File: config.mk
export PLATFORM = sky130hd
export DESIGN_NAME = sa_out_port_flat
export DESIGN_NICKNAME = d
export VERILOG_FILES = /design/src/rtl/noc_pkg.sv /design/src/rtl/sa_out_port_if.sv /design/src/rtl/rr_arbiter.sv /design/src/rtl/sa_out_port.sv /design/src/flat_wrapper.sv
export SDC_FILE = /design/constraint.sdc
export NUM_CORES = 1
export LEC_CHECK = 0
export ABC_AREA = 1
export ABC_CLOCK_PERIOD_IN_PS = 5600
export BUFFER_PORTS_ARGS = -buffer_cell sky130_fd_sc_hd__buf_2
export CAP_MARGIN = 25
export CORE_MARGIN = 3
export CORE_UTILIZATION = 35
export DETAILED_ROUTE_END_ITERATION = 8
export PLACE_DENSITY = 0.62
export SYNTH_ARGS = -nofsm -noshare
export SYNTH_HDL_FRONTEND = slang
export SYNTH_SLANG_ARGS = --single-unit
File: constraint.sdc
create_clock -name sa_clk -period 5.6 [get_ports sa_clk]
set_clock_uncertainty 0.2 [all_clocks]
set_input_delay 0.84 -clock sa_clk [delete_from_list [all_inputs] [get_ports sa_clk]]
set_output_delay 0.84 -clock sa_clk [all_outputs]
set_load 0.005 [all_outputs]
File: src/rtl/noc_pkg.sv
// Shared NoC router definitions: flit type codes, port indices, flit field offsets,
// output-port lock states and a wrap-around port increment helper.
package noc_pkg;

  localparam logic [1:0] FLIT_SINGLE = 2'b00;
  localparam logic [1:0] FLIT_HEAD   = 2'b01;
  localparam logic [1:0] FLIT_BODY   = 2'b10;
  localparam logic [1:0] FLIT_TAIL   = 2'b11;

  localparam int PORT_N = 0;
  localparam int PORT_S = 1;
  localparam int PORT_W = 2;
  localparam int PORT_E = 3;
  localparam int PORT_L = 4;

  localparam int DST_MSB  = 35;
  localparam int DST_LSB  = 32;
  localparam int TYPE_MSB = 1;
  localparam int TYPE_LSB = 0;

  typedef enum logic {
    IDLE   = 1'b0,
    LOCKED = 1'b1
  } state_t;

  function automatic int unsigned next_port(input int unsigned idx, input int unsigned nport);
    return (idx + 1 >= nport) ? 0 : idx + 1;
  endfunction

endpackage

File: src/rtl/sa_out_port_if.sv
// Request/flit/credit bundle between the input buffers, link and one output port.
// master = buffers/link side, slave = the output-port controller.
interface sa_out_port_if #(
  parameter int NPORT    = 5,
  parameter int DATASIZE = 40,
  parameter int WIDTH    = 3
);
  logic [NPORT-1:0]          req_in;
  logic [NPORT*DATASIZE-1:0] data_in;
  logic [NPORT-1:0]          grant_out;
  logic [DATASIZE-1:0]       data_out;
  logic                      valid_out;
  logic                      credit_in;
  logic [WIDTH:0]            pressure_out;
  logic                      lock_err;

  modport master (
    output req_in, data_in, credit_in,
    input  grant_out, data_out, valid_out, pressure_out, lock_err
  );

  modport slave (
    input  req_in, data_in, credit_in,
    output grant_out, data_out, valid_out, pressure_out, lock_err
  );
endinterface

File: src/rtl/rr_arbiter.sv
// Combinational round-robin arbiter: scans ptr, ptr+1, ... (mod NPORT) and returns
// the first requester as one-hot grant plus encoded index. ptr must be < NPORT.
module rr_arbiter #(
  parameter int NPORT = 5,
  parameter int IW    = (NPORT > 1) ? $clog2(NPORT) : 1
) (
  input  logic [NPORT-1:0] req,
  input  logic [IW-1:0]    ptr,
  output logic [NPORT-1:0] grant,
  output logic [IW-1:0]    idx,
  output logic             valid
);

  // cand[k] is the port inspected at scan position k
  logic [IW:0] cand [NPORT];

  genvar gi;
  generate
    for (gi = 0; gi < NPORT; gi++) begin : g_cand
      logic [IW:0] sum;
      assign sum      = {1'b0, ptr} + (IW+1)'(gi);
      assign cand[gi] = (sum >= (IW+1)'(NPORT)) ? sum - (IW+1)'(NPORT) : sum;
    end
  endgenerate

  always_comb begin
    idx   = '0;
    valid = 1'b0;
    for (int k = NPORT - 1; k >= 0; k--) begin
      if (req[cand[k][IW-1:0]]) begin
        idx   = cand[k][IW-1:0];
        valid = 1'b1;
      end
    end
    grant = valid ? (NPORT'(1) << idx) : '0;
  end

endmodule

File: src/rtl/sa_out_port.sv
// Switch allocator + output-port controller for one router direction: round-robin
// grant with wormhole lock, registered link flit, downstream credit tracking.
// Optional lock watchdog enabled by defining SA_LOCK_TIMEOUT_EN.
module sa_out_port
  import noc_pkg::*;
#(
  parameter int NPORT    = 5,
  parameter int DATASIZE = 40,
  parameter int DEPTH    = 8,
  parameter int WIDTH    = 3,
  parameter int TO_W     = 6
) (
  input  logic         sa_clk,
  input  logic         rst,
  sa_out_port_if.slave bus
);

  localparam int IW = (NPORT > 1) ? $clog2(NPORT) : 1;
  localparam logic [WIDTH:0] DEPTH_C = (WIDTH+1)'(DEPTH);

  state_t              state_reg;
  logic [IW-1:0]       ptr_reg;
  logic [IW-1:0]       owner_reg;
  logic [WIDTH:0]      credit_reg;
  logic [WIDTH:0]      credit_next;
  logic [WIDTH:0]      pressure_reg;
  logic [DATASIZE-1:0] data_reg;
  logic                valid_reg;

  logic [NPORT-1:0]    arb_req;
  logic [NPORT-1:0]    arb_grant;
  logic [IW-1:0]       arb_idx;
  logic                arb_valid;
  logic                xfer;
  logic [DATASIZE-1:0] sel_flit;
  logic [1:0]          sel_type;
  logic [IW-1:0]       win_next_ptr;
  logic [IW-1:0]       owner_next_ptr;

  logic [DATASIZE-1:0] flits [NPORT];

  genvar gi;
  generate
    for (gi = 0; gi < NPORT; gi++) begin : g_flit
      assign flits[gi] = bus.data_in[gi*DATASIZE +: DATASIZE];
    end
  endgenerate

  // While locked, the owner is the only visible requester
  always_comb begin
    arb_req = bus.req_in;
    if (state_reg == LOCKED) begin
      arb_req = bus.req_in & (NPORT'(1) << owner_reg);
    end
  end

  rr_arbiter #(.NPORT(NPORT), .IW(IW)) u_arb (
    .req   (arb_req),
    .ptr   (ptr_reg),
    .grant (arb_grant),
    .idx   (arb_idx),
    .valid (arb_valid)
  );

  assign xfer           = arb_valid && (credit_reg != '0);
  assign bus.grant_out  = xfer ? arb_grant : '0;
  assign sel_flit       = flits[arb_idx];
  assign sel_type       = sel_flit[TYPE_MSB:TYPE_LSB];
  assign win_next_ptr   = IW'(next_port(32'(arb_idx), NPORT));
  assign owner_next_ptr = IW'(next_port(32'(owner_reg), NPORT));

  always_comb begin
    credit_next = credit_reg;
    if (xfer && !bus.credit_in) begin
      credit_next = credit_reg - 1'b1;
    end else if (!xfer && bus.credit_in && credit_reg != DEPTH_C) begin
      credit_next = credit_reg + 1'b1;
    end
  end

`ifdef SA_LOCK_TIMEOUT_EN
  localparam logic [TO_W-1:0] TO_LAST = {TO_W{1'b1}} - 1'b1;
  logic [TO_W-1:0] to_cnt_reg;
  logic            lock_err_reg;
  logic            to_fire;

  // Fires on the idle cycle that brings the counter to all-ones
  assign to_fire = (state_reg == LOCKED) && !bus.req_in[owner_reg] && (to_cnt_reg == TO_LAST);

  always_ff @(posedge sa_clk) begin
    if (rst) begin
      to_cnt_reg   <= '0;
      lock_err_reg <= 1'b0;
    end else begin
      if (state_reg != LOCKED || xfer) begin
        to_cnt_reg <= '0;
      end else if (!bus.req_in[owner_reg]) begin
        to_cnt_reg <= to_cnt_reg + 1'b1;
      end
      if (to_fire) begin
        lock_err_reg <= 1'b1;
      end
    end
  end

  assign bus.lock_err = lock_err_reg;
`else
  logic unused_to;
  assign unused_to    = (TO_W > 0);
  assign bus.lock_err = 1'b0;
`endif

  always_ff @(posedge sa_clk) begin
    if (rst) begin
      state_reg    <= IDLE;
      ptr_reg      <= '0;
      owner_reg    <= '0;
      credit_reg   <= DEPTH_C;
      pressure_reg <= '0;
      data_reg     <= '0;
      valid_reg    <= 1'b0;
    end else begin
      valid_reg    <= xfer;
      credit_reg   <= credit_next;
      pressure_reg <= DEPTH_C - credit_next;
      if (xfer) begin
        data_reg <= sel_flit;
      end
      case (state_reg)
        IDLE: begin
          if (xfer) begin
            case (sel_type)
              FLIT_HEAD: begin
                state_reg <= LOCKED;
                owner_reg <= arb_idx;
              end
              // Body/tail without a lock is treated as a stand-alone flit
              FLIT_SINGLE, FLIT_BODY, FLIT_TAIL: ptr_reg <= win_next_ptr;
              default: ptr_reg <= win_next_ptr;
            endcase
          end
        end
        LOCKED: begin
          if (xfer && sel_type == FLIT_TAIL) begin
            state_reg <= IDLE;
            ptr_reg   <= owner_next_ptr;
          end
`ifdef SA_LOCK_TIMEOUT_EN
          else if (to_fire) begin
            state_reg <= IDLE;
            ptr_reg   <= owner_next_ptr;
          end
`endif
        end
        default: state_reg <= IDLE;
      endcase
    end
  end

  assign bus.data_out     = data_reg;
  assign bus.valid_out    = valid_reg;
  assign bus.pressure_out = pressure_reg;

endmodule

File: src/flat_wrapper.sv
// flat-port wrapper written by rule: the top's interface ports become plain ports
module sa_out_port_flat import noc_pkg::*;
#(
  parameter int NPORT    = 5,
  parameter int DATASIZE = 40,
  parameter int DEPTH    = 8,
  parameter int WIDTH    = 3,
  parameter int TO_W     = 6
)
  (sa_clk, rst, bus_req_in, bus_data_in, bus_credit_in, bus_grant_out, bus_data_out, bus_valid_out, bus_pressure_out, bus_lock_err);
  sa_out_port_if #(.NPORT(NPORT), .DATASIZE(DATASIZE), .WIDTH(WIDTH)) bus_i ();
  input  logic sa_clk;
  input  logic rst;
  input wire logic [$bits(bus_i.req_in)-1:0] bus_req_in;
  input wire logic [$bits(bus_i.data_in)-1:0] bus_data_in;
  input wire logic [$bits(bus_i.credit_in)-1:0] bus_credit_in;
  output wire logic [$bits(bus_i.grant_out)-1:0] bus_grant_out;
  output wire logic [$bits(bus_i.data_out)-1:0] bus_data_out;
  output wire logic [$bits(bus_i.valid_out)-1:0] bus_valid_out;
  output wire logic [$bits(bus_i.pressure_out)-1:0] bus_pressure_out;
  output wire logic [$bits(bus_i.lock_err)-1:0] bus_lock_err;
  assign bus_i.req_in = bus_req_in;
  assign bus_i.data_in = bus_data_in;
  assign bus_i.credit_in = bus_credit_in;
  assign bus_grant_out = bus_i.grant_out;
  assign bus_data_out = bus_i.data_out;
  assign bus_valid_out = bus_i.valid_out;
  assign bus_pressure_out = bus_i.pressure_out;
  assign bus_lock_err = bus_i.lock_err;
  sa_out_port #(.NPORT(NPORT), .DATASIZE(DATASIZE), .DEPTH(DEPTH), .WIDTH(WIDTH), .TO_W(TO_W)) u_core (.sa_clk(sa_clk), .rst(rst), .bus(bus_i));
endmodule
# Word level (Yosys, flattened, before mapping)
# Index checks and enable logic that the tools add are counted.
dict set report classes {
  magnitude_cmp 13
  shift 2
  add_sub_neg 14
  bitwise 3
  reduce_logical 12
  eq_ne 7
  mux 43
}
# operator n
set op_table {}
lappend op_table {{binary-select mux 40 bit (select 3 bit)} 1}
lappend op_table {{2-to-1 mux 40 bit} 2}
lappend op_table {{2-to-1 mux 3 bit} 15}
lappend op_table {{greater-or-equal comparator 4 x 3 -> 1 bit (second input constant)} 6}
lappend op_table {{less-than comparator 3 x 4 -> 1 bit (second input constant)} 5}
lappend op_table {{binary-select mux 1 bit (select 3 bit)} 5}
lappend op_table {{2-to-1 mux 5 bit} 3}
lappend op_table {{subtractor 3 bit (second input constant)} 5}
lappend op_table {{2-to-1 mux 1 bit} 13}
lappend op_table {{adder 3 x 1 -> 4 bit (second input constant)} 3}
lappend op_table {{left shift 1 x 3 -> 5 bit (first input constant)} 2}
lappend op_table {{adder 3 x 2 -> 4 bit (second input constant)} 2}
lappend op_table {{2-to-1 mux 4 bit} 2}
lappend op_table {{one-hot mux 3 bit (2 select lines)} 1}
lappend op_table {{AND reduction 3 bit} 2}
lappend op_table {{bitwise AND 5 bit} 1}
lappend op_table {{logical AND 1 bit} 5}
lappend op_table {{adder 3 x 3 -> 4 bit (second input constant)} 1}
lappend op_table {{adder 4 x 1 -> 4 bit (second input constant)} 1}
lappend op_table {{equality test 2 bit (second input constant)} 2}
lappend op_table {{greater-or-equal comparator 4 bit (second input constant)} 1}
lappend op_table {{inequality test 2 bit (second input constant)} 2}
lappend op_table {{inequality test 4 bit (second input constant)} 1}
lappend op_table {{NOT 3 -> 4 bit} 1}
lappend op_table {{other kinds (11)} 12}
dict set report totals {
  input_bits 208
  register_bits 56
  out_inout_bits 51
  elab_cells 101
}

# Longest topological paths before layout
# Gate-level depths: netlist (run 1).
dict set report depth {
  depth_word 19
  ltp_mapped 30
  mapped_depth_nobuf 28
}

# By module
# Synthesis (run 1) repeated with hierarchy kept, for this count alone.
dict set report unflattened {
  hier_cells 811
  hier_area_um2 4976.0
}
# module area_per_inst_um2 n_inst seq_area_each_um2 cells_each
set modules_own_cells {}
lappend modules_own_cells {sa_out_port 3990.1 1 1101.1 628}
lappend modules_own_cells {rr_arbiter 985.9 1 0.0 183}

# Worst setup path after synthesis (run 1)
# OpenSTA, ideal clock, no wires.
dict set report synth_timing {
  path_type {reg2out}
  startpoint {register u_core.ptr_reg[0]}
  endpoint {output bus_grant_out[3]}
  path_stages_with_launch 24
  arrival_ns 3.181
  required_ns 4.560
  n_path_buf 3
  path_slack_ns 1.379
  path_cell_list {dfxtp_1 -> buf_2 -> inv_2 -> ha_1 -> inv_1 -> fa_1 -> o21bai_2 -> o21ai_0 -> inv_1 -> nand3_1 -> nand2_1 -> nand2_1 -> nand2_1 -> a21oi_1 -> nand2_1 -> nand2_1 -> nand2_1 -> nand2_2 -> clkbuf_2 -> buf_2 -> ha_1 -> ha_1 -> inv_1 -> nor2_1}
}
dict set report synth_via {
  elab_chain_cells 13
  elab_cells_between_ends 43
  classes_between {9 x add/sub; 5 x order compare; 1 x shift; 27 x mux; 1 x reduce/logical}
}
# element line
set synth_lines {}
lappend synth_lines {{start, declared} sa_out_port.sv:22} ;# logic [IW-1:0] ptr_reg;
lappend synth_lines {{start signal, assigned} sa_out_port.sv:138} ;# FLIT_SINGLE, FLIT_BODY, FLIT_TAIL: ptr_reg <= win_next_ptr;
lappend synth_lines {{start signal, assigned} sa_out_port.sv:139} ;# default: ptr_reg <= win_next_ptr;
lappend synth_lines {{start signal, assigned} sa_out_port.sv:146} ;# ptr_reg <= owner_next_ptr;
lappend synth_lines {{adder 3 x 3 -> 4 bit} rr_arbiter.sv:21} ;# assign sum = {1'b0, ptr} + (IW+1)'(gi);
lappend synth_lines {{greater-or-equal comparator 4 x 3 -> 1 bit or subtractor 3 bit (tied branches)} rr_arbiter.sv:22} ;# assign cand[gi] = (sum >= (IW+1)'(NPORT)) ? sum - (IW+1)'(NPORT) : sum;
lappend synth_lines {{2-to-1 mux 3 bit} rr_arbiter.sv:22}
lappend synth_lines {{binary-select mux 1 bit (select 3 bit)} rr_arbiter.sv:30} ;# if (req[cand[k][IW-1:0]]) begin
lappend synth_lines {{2-to-1 mux 1 bit (implied by the code)} rr_arbiter.sv:30}
lappend synth_lines {{2-to-1 mux 3 bit (4 in a row)} rr_arbiter.sv:30}
lappend synth_lines {{2-to-1 mux 3 bit *} rr_arbiter.sv:30}
lappend synth_lines {{named net u_core.arb_idx[1]} sa_out_port.sv:32} ;# logic [IW-1:0] arb_idx;
lappend synth_lines {{left shift 1 x 3 -> 5 bit *} rr_arbiter.sv:35} ;# grant = valid ? (NPORT'(1) << idx) : '0;
lappend synth_lines {{2-to-1 mux 5 bit *} rr_arbiter.sv:35}
lappend synth_lines {{2-to-1 mux 5 bit *} sa_out_port.sv:66} ;# assign bus.grant_out = xfer ? arb_grant : '0;
lappend synth_lines {{end, declared} flat_wrapper.sv:17} ;# output wire logic [$bits(bus_i.grant_out)-1:0] bus_grant_out;
# Mark *: on every way through the listed nets, which the timed path passes. The rest lies on a longest branch. The select of a mux whose other input is x is not followed.

# Final worst setup path (run 1)
dict set report layout_timing {
  startpoint {register u_core.ptr_reg[1]}
  endpoint {output bus_grant_out[3]}
}
dict set report layout_via {
  elab_chain_cells 13
  elab_cells_between_ends 43
  classes_between {9 x add/sub; 5 x order compare; 1 x shift; 27 x mux; 1 x reduce/logical}
}
# element line
set layout_lines {}
lappend layout_lines {{adder 3 x 3 -> 4 bit} rr_arbiter.sv:21}
lappend layout_lines {{greater-or-equal comparator 4 x 3 -> 1 bit or subtractor 3 bit (tied branches)} rr_arbiter.sv:22}
lappend layout_lines {{2-to-1 mux 3 bit} rr_arbiter.sv:22}
lappend layout_lines {{binary-select mux 1 bit (select 3 bit)} rr_arbiter.sv:30}
lappend layout_lines {{2-to-1 mux 1 bit (implied by the code)} rr_arbiter.sv:30}
lappend layout_lines {{2-to-1 mux 3 bit (5 in a row)} rr_arbiter.sv:30}
lappend layout_lines {{left shift 1 x 3 -> 5 bit} rr_arbiter.sv:35}
lappend layout_lines {{2-to-1 mux 5 bit} rr_arbiter.sv:35}
lappend layout_lines {{2-to-1 mux 5 bit *} sa_out_port.sv:66}
# Every way passes the cells marked *; elsewhere a longest branch is shown, timed or not. The select of a mux whose other input is x is not followed.

==> results.tsv, run 1 <==
stage	metric	value	unit
finish	finalNetCount	1234	
floorplan	die_h	122	µm
route	vias_per_cell	5.16	
clocking	cts_sinks	55	
clocking	insertion_delay	300	ps
route	final_antenna_net_count	0	
clocking	cts_root_buf	clkbuf_16	
worst_setup_path	crit_type	reg -> out	
placed_design	postPlaceCellArea	6090	µm²
global_route	grt_max_degree	49	
floorplan	num_io_pins	259	
synth	ys_ff_latch	55	
route	first_pass_iters	5	
timing	setup_tns	0	ps
synth	yosysUniqueCellTypes	43	
finish	design_area	6240	µm²
clocking	cts_setup_buffers	0	
route	wire_per_inst	15.9	µm
clocking	clk_pin_slew	80	ps
clocking	hold_buffers	0	
synth	synth_warnings	0	
worst_setup_path	reg2reg_slack	1220	ps
timing	setup_viol	0	
worst_setup_path	critPathCaptureType	primary output	
clocking	clk_path_buf_depth	2	
global_route	grt.total_usage	24.3	%
clocking	ctsResizeCount	0	
synth	synth_top_cells_by_count	nand2_1 (180), nor2_1 (113), o21ai_0 (88), dfxtp_1 (55), nand3_1 (54)	
timing	finalMaxSlewViolations	0	
synth	synth.area.top_cells	dfxtp_1 (23%), nand2_1 (14%), o21ai_0 (9.3%), nor2_1 (9.0%), ha_1 (5.8%)	
route	remaining_drc_errors	0	
timing	tightest_slew	976	ps
placed_design	place_ws	1100	ps
global_route	antenna_found_initial	3	
worst_setup_path	crit_arrival	3780	ps
synth	synthesis.nets	1007	
global_route	grt_remaining_overflow	0	
job	max_cap_violations	0	
clocking	cts_max_level	2	
placed_design	gp_congestion	0.923	
floorplan	num_rows	41	
worst_setup_path	required	4560	ps
timing	max-slew-margin-rel	35.0	%
timing	period_share	86.1	%
floorplan	core_area	12900	µm²
finish	syn_to_final_growth	32.2	%
status	status	complete, no violations	
finish	drive_gt1_share	30.6	%
timing	fin_ws	780	ps
floorplan	start_util	36.7	%
synth	synthMostInstantiatedCell	nand2_1	
synth	synth_area_per_cell	6.08	µm²
placed_design	io_buffers	257	
timing	grt_setup_unrepaired	false	
floorplan	die_x	122	µm
clocking	cts_buffers	5	
synth	yosysTopAreaCellShare	23.3	%
timing	fin_crit	4820	ps
route	vias	6082	
timing	max_clock_freq	0.207	GHz
finish	fin_util	48.5	%
synth	synth_edf_count	0	
synth	synth_area	4720	µm²
route	dr.first_iter.drc_count	360	
floorplan	die_area	14900	µm²
synth	yosysSeqAreaShare	23.3	%
global_route	grt_pass1_wl	29.0	mm
clocking	cts_tree	built	
global_route	first_global_vias	5867	
worst_setup_path	path_max_fanout	28	
placed_design	detailed_place_hpwl	14.6	mm
worst_setup_path	critical_path.startpoint_type	register	
synth	synthCells	776	
synth	synth-main-ff-cell	dfxtp_1	
route	finalWirelength	18.8	mm
worst_hold_path	hp-class	reg -> reg	
finish	largest_register_ffs	40	
synth	yosysTopAreaCell	dfxtp_1	
timing	hold_viol	0	
synth	async_flop_share	0	%
-- per-layer routing --
layer	up-vias	share of wire (%)	GRT usage, %
li1	3081	-	-
met5	-	0.037	0
met3	44	6.7	5.48
met1	2711	40	29.1
met2	244	49	41.5
met4	2	4.0	11.1
-- layout by cell type (no fill, tap or decap), drive strengths merged, types with 9 or more instances in the layout --
master  instances
buf           268
nand2         188
nor2          114
o21ai          94
nand3          56
dfxtp          55
inv            53
a21oi          40
o22ai          38
a22oi          30
ha             22
a31oi           9
-- cells by family (layout without fill, tap and decap cells) --
logic type / after synthesis / count (layout) / share of synthesized area (%)
simple gates: 369 / 369 / 32.2
compound gates: 220 / 220 / 27.7
buf+inv: 101 / 329 / 9.01
flops: 55 / 55 / 23.3
fa+ha+maj: 23 / 23 / 6.25
xor+xnor: 7 / 7 / 1.46
other cells: 1 / 3 / 0.0794
-- worst max-delay path, cell delays in order (launching register included) --
cell and delay (ps):
dfxtp_1 540, ha_1 210, inv_1 50, fa_1 400, o21bai_2 230, o21ai_0 310
inv_1 100, nand3_1 80, nand2_1 50, nand2_1 70, nand2_1 100, inv_1 70
nand3_1 70, nand3_1 90, nand2_2 100, nand2_4 260, inv_2 110, ha_1 220
ha_1 180, inv_1 50, nor2_1 40, buf_2 140
-- cell type report --
cell class	instances	area, µm²
Tap cell	172	215
Multi-Input combinational cell	620	3200
Antenna cell	2	5.00
Sequential cell	55	1100
Fill cell	1422	6640
Inverter	53	199
Clock buffer	5	125
Timing Repair Buffer	268	1370
Clock inverter	3	23.8
-- per-stage QoR --
| stage | hold WS (ps) | cells |
|---|---|---|
| 2_1_floorplan | 262 | 776 |
| 3_3_place_gp | 256 | 1168 |
| 3_5_place_dp | 263 | 1168 |
| 4_1_cts | 277 | 1176 |
| 5_1_grt | 297 | 1178 |
| 6_report | 272 | 1178 |
-- worst paths after layout --
check | start | end | cells past startpoint
max reg2reg | u_core.ptr_reg[1] | u_core.ptr_reg[0] | 25
max | u_core.ptr_reg[1] | bus_grant_out[3] | 21
min reg2reg | u_core.bus.data_out[0] | u_core.bus.data_out[0] | 2
min | u_core.bus.data_out[0] | u_core.bus.data_out[0] | 2
Power of run 1 is left out: the tool's default activity adds up to more than one toggle a clock period on the data nets, which glitch-free logic cannot reach.
==> run 2, diff against run 1 <==
Settings changed: CELL_PAD_IN_SITES_DETAIL_PLACEMENT set to 1, CELL_PAD_IN_SITES_GLOBAL_PLACEMENT set to 1, CORE_UTILIZATION 35 to 29, PLACE_DENSITY 0.62 to 0.78, SETUP_SLACK_MARGIN set to 0.05.
==> run 2 against run 1 <==
Effect of this change:
- cell count is 3.6% higher
- clock-buffer cell count up 1
- non-clock buffer count down 3
- register-to-register slack worse by 260 ps
- wire length grew 10%
- worst hold slack got worse by 1.9 ps
- critical path depth decreased by 4
- die area increased by 20%
- final area up 0.86%
- core utilization is 8.8 points lower
- global-route usage decreased by 1.9 points
- maximum frequency decreased by 1.9%
- critical endpoint is now bus_grant_out[1]
==> results.tsv, run 2 (synthesized netlist as in run 1, its figures left out) <==
stage	metric	value	unit	change
job	max_cap_violations	0		unchanged
worst_hold_path	min_path_cells	2		unchanged
timing	tightest_slew	1000	ps	was 976 ps
floorplan	core_area	15900	µm²	was 12,900 µm²
global_route	first_global_vias	6276		was 5,867
route	final_antenna_net_count	0		unchanged
worst_setup_path	rr_worst_depth	21		was 25
global_route	grt_max_degree	78		was 49
worst_hold_path	worstHoldStart	u_core.bus.data_out[0]		unchanged
worst_setup_path	crit_type	reg -> out		unchanged
finish	n_fill_cell	2254		was 1,422
worst_setup_path	crit_path_max_incr_delay	520	ps	was 540 ps
worst_setup_path	path_common_cell	nand2_1		was inv_1
placed_design	io_buffers	257		unchanged
route	vias_per_cell	5.10		was 5.16
worst_setup_path	reg2reg_to	u_core.bus.pressure_out[2]		was u_core.ptr_reg[0]
finish	syn_to_final_growth	33.3	%	was 32.2%
timing	hold_viol	0		unchanged
timing	period_share	87.7	%	was 86.1%
worst_setup_path	cp_slowest_cell	dfxtp_1		unchanged
placed_design	gp_congestion	0.918		was 0.923
finish	layout_common_cells	buf_2 (257), nand2_1 (180), nor2_1 (112)		unchanged
worst_setup_path	path_max_fanout	17		was 28
worst_hold_path	hp-class	reg -> reg		unchanged
route	remaining_drc_errors	0		unchanged
global_route	grt_remaining_overflow	0		unchanged
worst_setup_path	reg2reg_slack	960	ps	was 1220 ps
floorplan	die_h	134	µm	was 122 µm
timing	setup_tns	0	ps	unchanged
floorplan	start_util	29.7	%	was 36.7%
status	status	complete, no violations		unchanged
floorplan	die_area	17800	µm²	was 14,900 µm²
clocking	insertion_delay	300	ps	about the same
worst_setup_path	r2r_start	u_core.ptr_reg[1]		unchanged
clocking	clk_path_buf_depth	2		unchanged
placed_design	detailed_place_hpwl	16.4	mm	was 14.6 mm
finish	largest_register_ffs	40		unchanged
route	vias	6225		was 6,082
worst_setup_path	crit_arrival	3870	ps	was 3780 ps
timing	max-slew-margin-rel	33.2	%	was 35.0%
finish	layout_commonest_cell	buf_2		unchanged
route	finalWirelength	20.7	mm	was 18.8 mm
floorplan	num_rows	46		was 41
finish	drive_gt1_share	30.3	%	was 30.6%
clocking	cts_sinks	55		unchanged
clocking	hold_buffers	0		unchanged
clocking	cts_max_level	2		unchanged
clocking	cts_setup_buffers	0		unchanged
finish	finalNetCount	1231		was 1,234
global_route	grt.total_usage	22.4	%	was 24.3%
timing	fin_crit	4910	ps	was 4820 ps
timing	max_clock_freq	0.204	GHz	was 0.207 GHz
timing	grt_setup_unrepaired	false		unchanged
clocking	ctsResizeCount	0		unchanged
worst_setup_path	critPathCaptureType	primary output		unchanged
worst_setup_path	required	4560	ps	about the same
worst_setup_path	critical_path.startpoint_type	register		unchanged
route	first_pass_iters	4		was 5
timing	finalMaxSlewViolations	0		unchanged
global_route	grt_pass1_wl	32.4	mm	was 29.0 mm
clocking	cts_buffers	5		unchanged
global_route	antenna_found_initial	4		was 3
clocking	clk_pin_slew	70	ps	was 80 ps
route	wire_per_inst	17.0	µm	was 15.9 µm
timing	setup_viol	0		unchanged
floorplan	num_io_pins	259		unchanged
clocking	cts_root_buf	clkbuf_16		unchanged
clocking	cts_tree	built		unchanged
floorplan	die_x	134	µm	was 122 µm
route	dr.first_iter.drc_count	267		was 360
worst_setup_path	worstPathCellList	ha_1 -> inv_1 -> fa_1 -> o21bai_2 -> o21ai_0 -> inv_1 -> nand3_1 -> nand2_1 -> nand2_1 -> nand2_1 -> nor3_1 -> nand2_1 -> o21ai_4 -> inv_2 -> nand2_1 -> nor2_1 -> buf_2		was ha_1 -> inv_1 -> fa_1 -> o21bai_2 -> o21ai_0 -> inv_1 -> nand3_1 -> nand2_1 -> nand2_1 -> nand2_1 -> inv_1 -> nand3_1 -> nand3_1 -> nand2_2 -> nand2_4 -> inv_2 -> ha_1 -> ha_1 -> inv_1 -> nor2_1 -> buf_2
worst_hold_path	hold-path-endpoint	u_core.bus.data_out[0]		unchanged
## run 2: worst max path at each step
stage	startpoint	end	slack (ps)
after floorplan	u_core.ptr_reg[0]	bus_grant_out[3]	1380
after global placement	u_core.ptr_reg[1]	bus_grant_out[4]	1050
after detailed placement	u_core.ptr_reg[1]	u_core.bus.pressure_out[2]	950
after CTS	u_core.ptr_reg[1]	bus_grant_out[4]	660
after global routing	u_core.ptr_reg[1]	bus_grant_out[1]	240
final	u_core.ptr_reg[1]	bus_grant_out[1]	690
## run 2: final cells by class
type                       count  area, µm²  share of cell area (%)
clock buffer                   6        129                    2.05
sequential                    55       1100                    17.5
multi-input combinational    620       3200                    50.9
inverter                      53        199                    3.16
antenna                        3       7.51                   0.119
clock inverter                 2       38.8                   0.616
tap                          216        270                    4.29
timing repair buffer         265       1350                    21.4
## run 2: critical path, delay by kind of cell (launching register included)
| family | cells | cell delay [ps] |
|---|---|---|
| AO/OA/AOI/OAI | 3 | 1050 |
| flip-flops | 1 | 520 |
| adder cells (fa/ha/maj) | 2 | 610 |
| buffers and inverters | 4 | 500 |
| AND/OR/NAND/NOR | 8 | 900 |
## run 2: metal layers
metal / wire length (µm) / GRT usage (%) / share of wire (%)
met5: 7 / 0 / 0.034
met4: 621 / 7.83 / 3.0
met3: 1370 / 5.25 / 6.6
met2: 10500 / 39.9 / 51
met1: 8250 / 26.3 / 40
## run 2: through the flow
step                      hold WS (ps)  setup slack, ps  utilization [%]  cell area, µm²  instances
after floorplan                    262             1380                -            4720        776
after global placement             255             1050             38.5            6120       1209
after detailed placement           260              949             38.5            6120       1209
after CTS                          270              657             39.6            6290       1217
after global routing               293              239             39.6            6290       1220
final                              270              687             39.6            6290       1220
Power of run 2 is left out for the same reason.
==> run 3, diff against run 2 <==
Settings changed: RECOVER_POWER set to 50.
==> run 3 against run 2 <==
Effect of this change:
- core utilization down 0.32 points
- sequential share of layout area is 0.14 points higher
- clock-buffer cell count stayed put
- wire length grew 0.19%
- critical path depth is the same
- via count is 0.26% lower
- cell count is the same
- global-route usage unchanged
- sequential cell count unchanged
- critical path type unchanged
- critical endpoint unchanged
- largest cell class unchanged
- highest routed layer unchanged
==> results.tsv, run 3 (synthesized netlist as in run 1, its figures left out) <==
stage	metric	value	unit	change
worst_setup_path	cp_slowest_cell	dfxtp_1		unchanged
clocking	cts_setup_buffers	0		unchanged
timing	hold_viol	0		unchanged
worst_setup_path	required	4560	ps	about the same
worst_setup_path	worstPathCellList	ha_1 -> inv_1 -> fa_1 -> o21bai_2 -> o21ai_0 -> inv_1 -> nand3_1 -> nand2_1 -> nand2_1 -> nand2_1 -> nor3_1 -> nand2_1 -> o21ai_4 -> inv_1 -> nand2_1 -> nor2_1 -> buf_2		was ha_1 -> inv_1 -> fa_1 -> o21bai_2 -> o21ai_0 -> inv_1 -> nand3_1 -> nand2_1 -> nand2_1 -> nand2_1 -> nor3_1 -> nand2_1 -> o21ai_4 -> inv_2 -> nand2_1 -> nor2_1 -> buf_2
timing	grt_setup_unrepaired	false		unchanged
clocking	insertion_delay	300	ps	about the same
global_route	grt.total_usage	22.4	%	unchanged
worst_setup_path	path_common_cell	nand2_1		unchanged
worst_setup_path	path_max_fanout	17		unchanged
clocking	clk_path_buf_depth	2		unchanged
floorplan	num_rows	46		unchanged
worst_setup_path	rr_worst_depth	18		was 21
global_route	grt_max_degree	78		unchanged
route	finalWirelength	20.8	mm	was 20.7 mm
finish	drive_gt1_share	26.3	%	was 30.3%
finish	syn_to_final_growth	32.2	%	was 33.3%
worst_setup_path	crit_path_max_incr_delay	510	ps	was 520 ps
finish	largest_register_ffs	40		unchanged
finish	layout_common_cells	buf_2 (221), nand2_1 (180), nor2_1 (112)		was buf_2 (257), nand2_1 (180), nor2_1 (112)
worst_setup_path	critPathCaptureType	primary output		unchanged
global_route	grt_remaining_overflow	0		unchanged
clocking	ctsResizeCount	0		unchanged
timing	max-slew-margin-rel	12.4	%	was 33.2%
finish	layout_commonest_cell	buf_2		unchanged
floorplan	num_io_pins	259		unchanged
route	remaining_drc_errors	0		unchanged
route	vias	6209		was 6,225
clocking	cts_sinks	55		unchanged
job	max_cap_violations	0		unchanged
route	first_pass_iters	4		unchanged
route	final_antenna_net_count	0		unchanged
clocking	cts_tree	built		unchanged
floorplan	start_util	29.7	%	unchanged
timing	max_clock_freq	0.200	GHz	was 0.204 GHz
worst_setup_path	crit_type	reg -> out		unchanged
placed_design	detailed_place_hpwl	16.4	mm	unchanged
placed_design	io_buffers	257		unchanged
worst_hold_path	min_path_cells	2		unchanged
global_route	antenna_found_initial	4		unchanged
finish	n_fill_cell	2271		was 2,254
clocking	cts_max_level	2		unchanged
worst_setup_path	crit_arrival	3960	ps	was 3870 ps
timing	tightest_slew	1310	ps	was 1000 ps
timing	fin_crit	5000	ps	was 4910 ps
floorplan	core_area	15900	µm²	unchanged
route	vias_per_cell	5.09		was 5.10
status	status	complete, no violations		unchanged
floorplan	die_x	134	µm	unchanged
global_route	first_global_vias	6276		unchanged
clocking	hold_buffers	0		unchanged
finish	finalNetCount	1231		unchanged
floorplan	die_h	134	µm	unchanged
placed_design	gp_congestion	0.918		unchanged
clocking	cts_root_buf	clkbuf_16		unchanged
clocking	cts_buffers	5		unchanged
timing	finalMaxSlewViolations	0		unchanged
floorplan	die_area	17800	µm²	unchanged
global_route	grt_pass1_wl	32.4	mm	unchanged
timing	setup_tns	0	ps	unchanged
worst_setup_path	critical_path.startpoint_type	register		unchanged
timing	setup_viol	0		unchanged
worst_hold_path	hp-class	reg -> reg		unchanged
route	dr.first_iter.drc_count	269		was 267
timing	period_share	89.4	%	was 87.7%
route	wire_per_inst	17.0	µm	about the same
clocking	clk_pin_slew	70	ps	about the same
==> run 3: routing by layer <==
layer	up-vias	share of wire (%)	global-route usage, %
met1	2906	40	26.3
li1	3077	-	-
met2	190	51	39.9
met4	2	2.7	7.83
met5	-	0.063	0
met3	34	6.3	5.25
==> run 3: path summary, 6_finish.rpt <==
path                                           endpoint  slack [ps]                    from
worst max register to register  u_core.bus.data_out[33]         750       u_core.ptr_reg[1]
worst min-delay path             u_core.bus.data_out[0]         270  u_core.bus.data_out[0]
worst min register to register   u_core.bus.data_out[0]         270  u_core.bus.data_out[0]
worst max-delay path                   bus_grant_out[1]         600       u_core.ptr_reg[1]
==> run 3: stage by stage <==
| step | instance area, µm² | worst slack, ps | utilization (%) | hold slack (ps) | cells |
|---|---|---|---|---|---|
| 2_1_floorplan | 4720 | 1380 | - | 262 | 776 |
| 3_3_place_gp | 6120 | 1050 | 38.5 | 255 | 1209 |
| 3_5_place_dp | 6120 | 949 | 38.5 | 260 | 1209 |
| 4_1_cts | 6290 | 657 | 39.6 | 270 | 1217 |
| 5_1_grt | 6240 | 124 | 39.3 | 294 | 1220 |
| 6_report | 6240 | 596 | 39.3 | 274 | 1220 |
==> run 3: area by class of cell <==
| class | instances | area (µm²) | share of cell area (%) |
|---|---|---|---|
| Multi-Input combinational cell | 620 | 3200 | 51.2 |
| Timing Repair Buffer | 265 | 1300 | 20.8 |
| Sequential cell | 55 | 1100 | 17.6 |
| Tap cell | 216 | 270 | 4.33 |
| Inverter | 53 | 199 | 3.19 |
| Clock buffer | 6 | 129 | 2.06 |
| Clock inverter | 2 | 38.8 | 0.621 |
| Antenna cell | 3 | 7.51 | 0.120 |
==> run 3: critical path, delay by kind of cell (launching register included) <==
family	cells	cell delay, ps
AOI/OAI and AO/OA	3	1030
adders and majority gates	2	610
buffers and inverters	4	600
DFF	1	510
and+or+nand+nor	8	910
Power of run 3 is left out for the same reason.
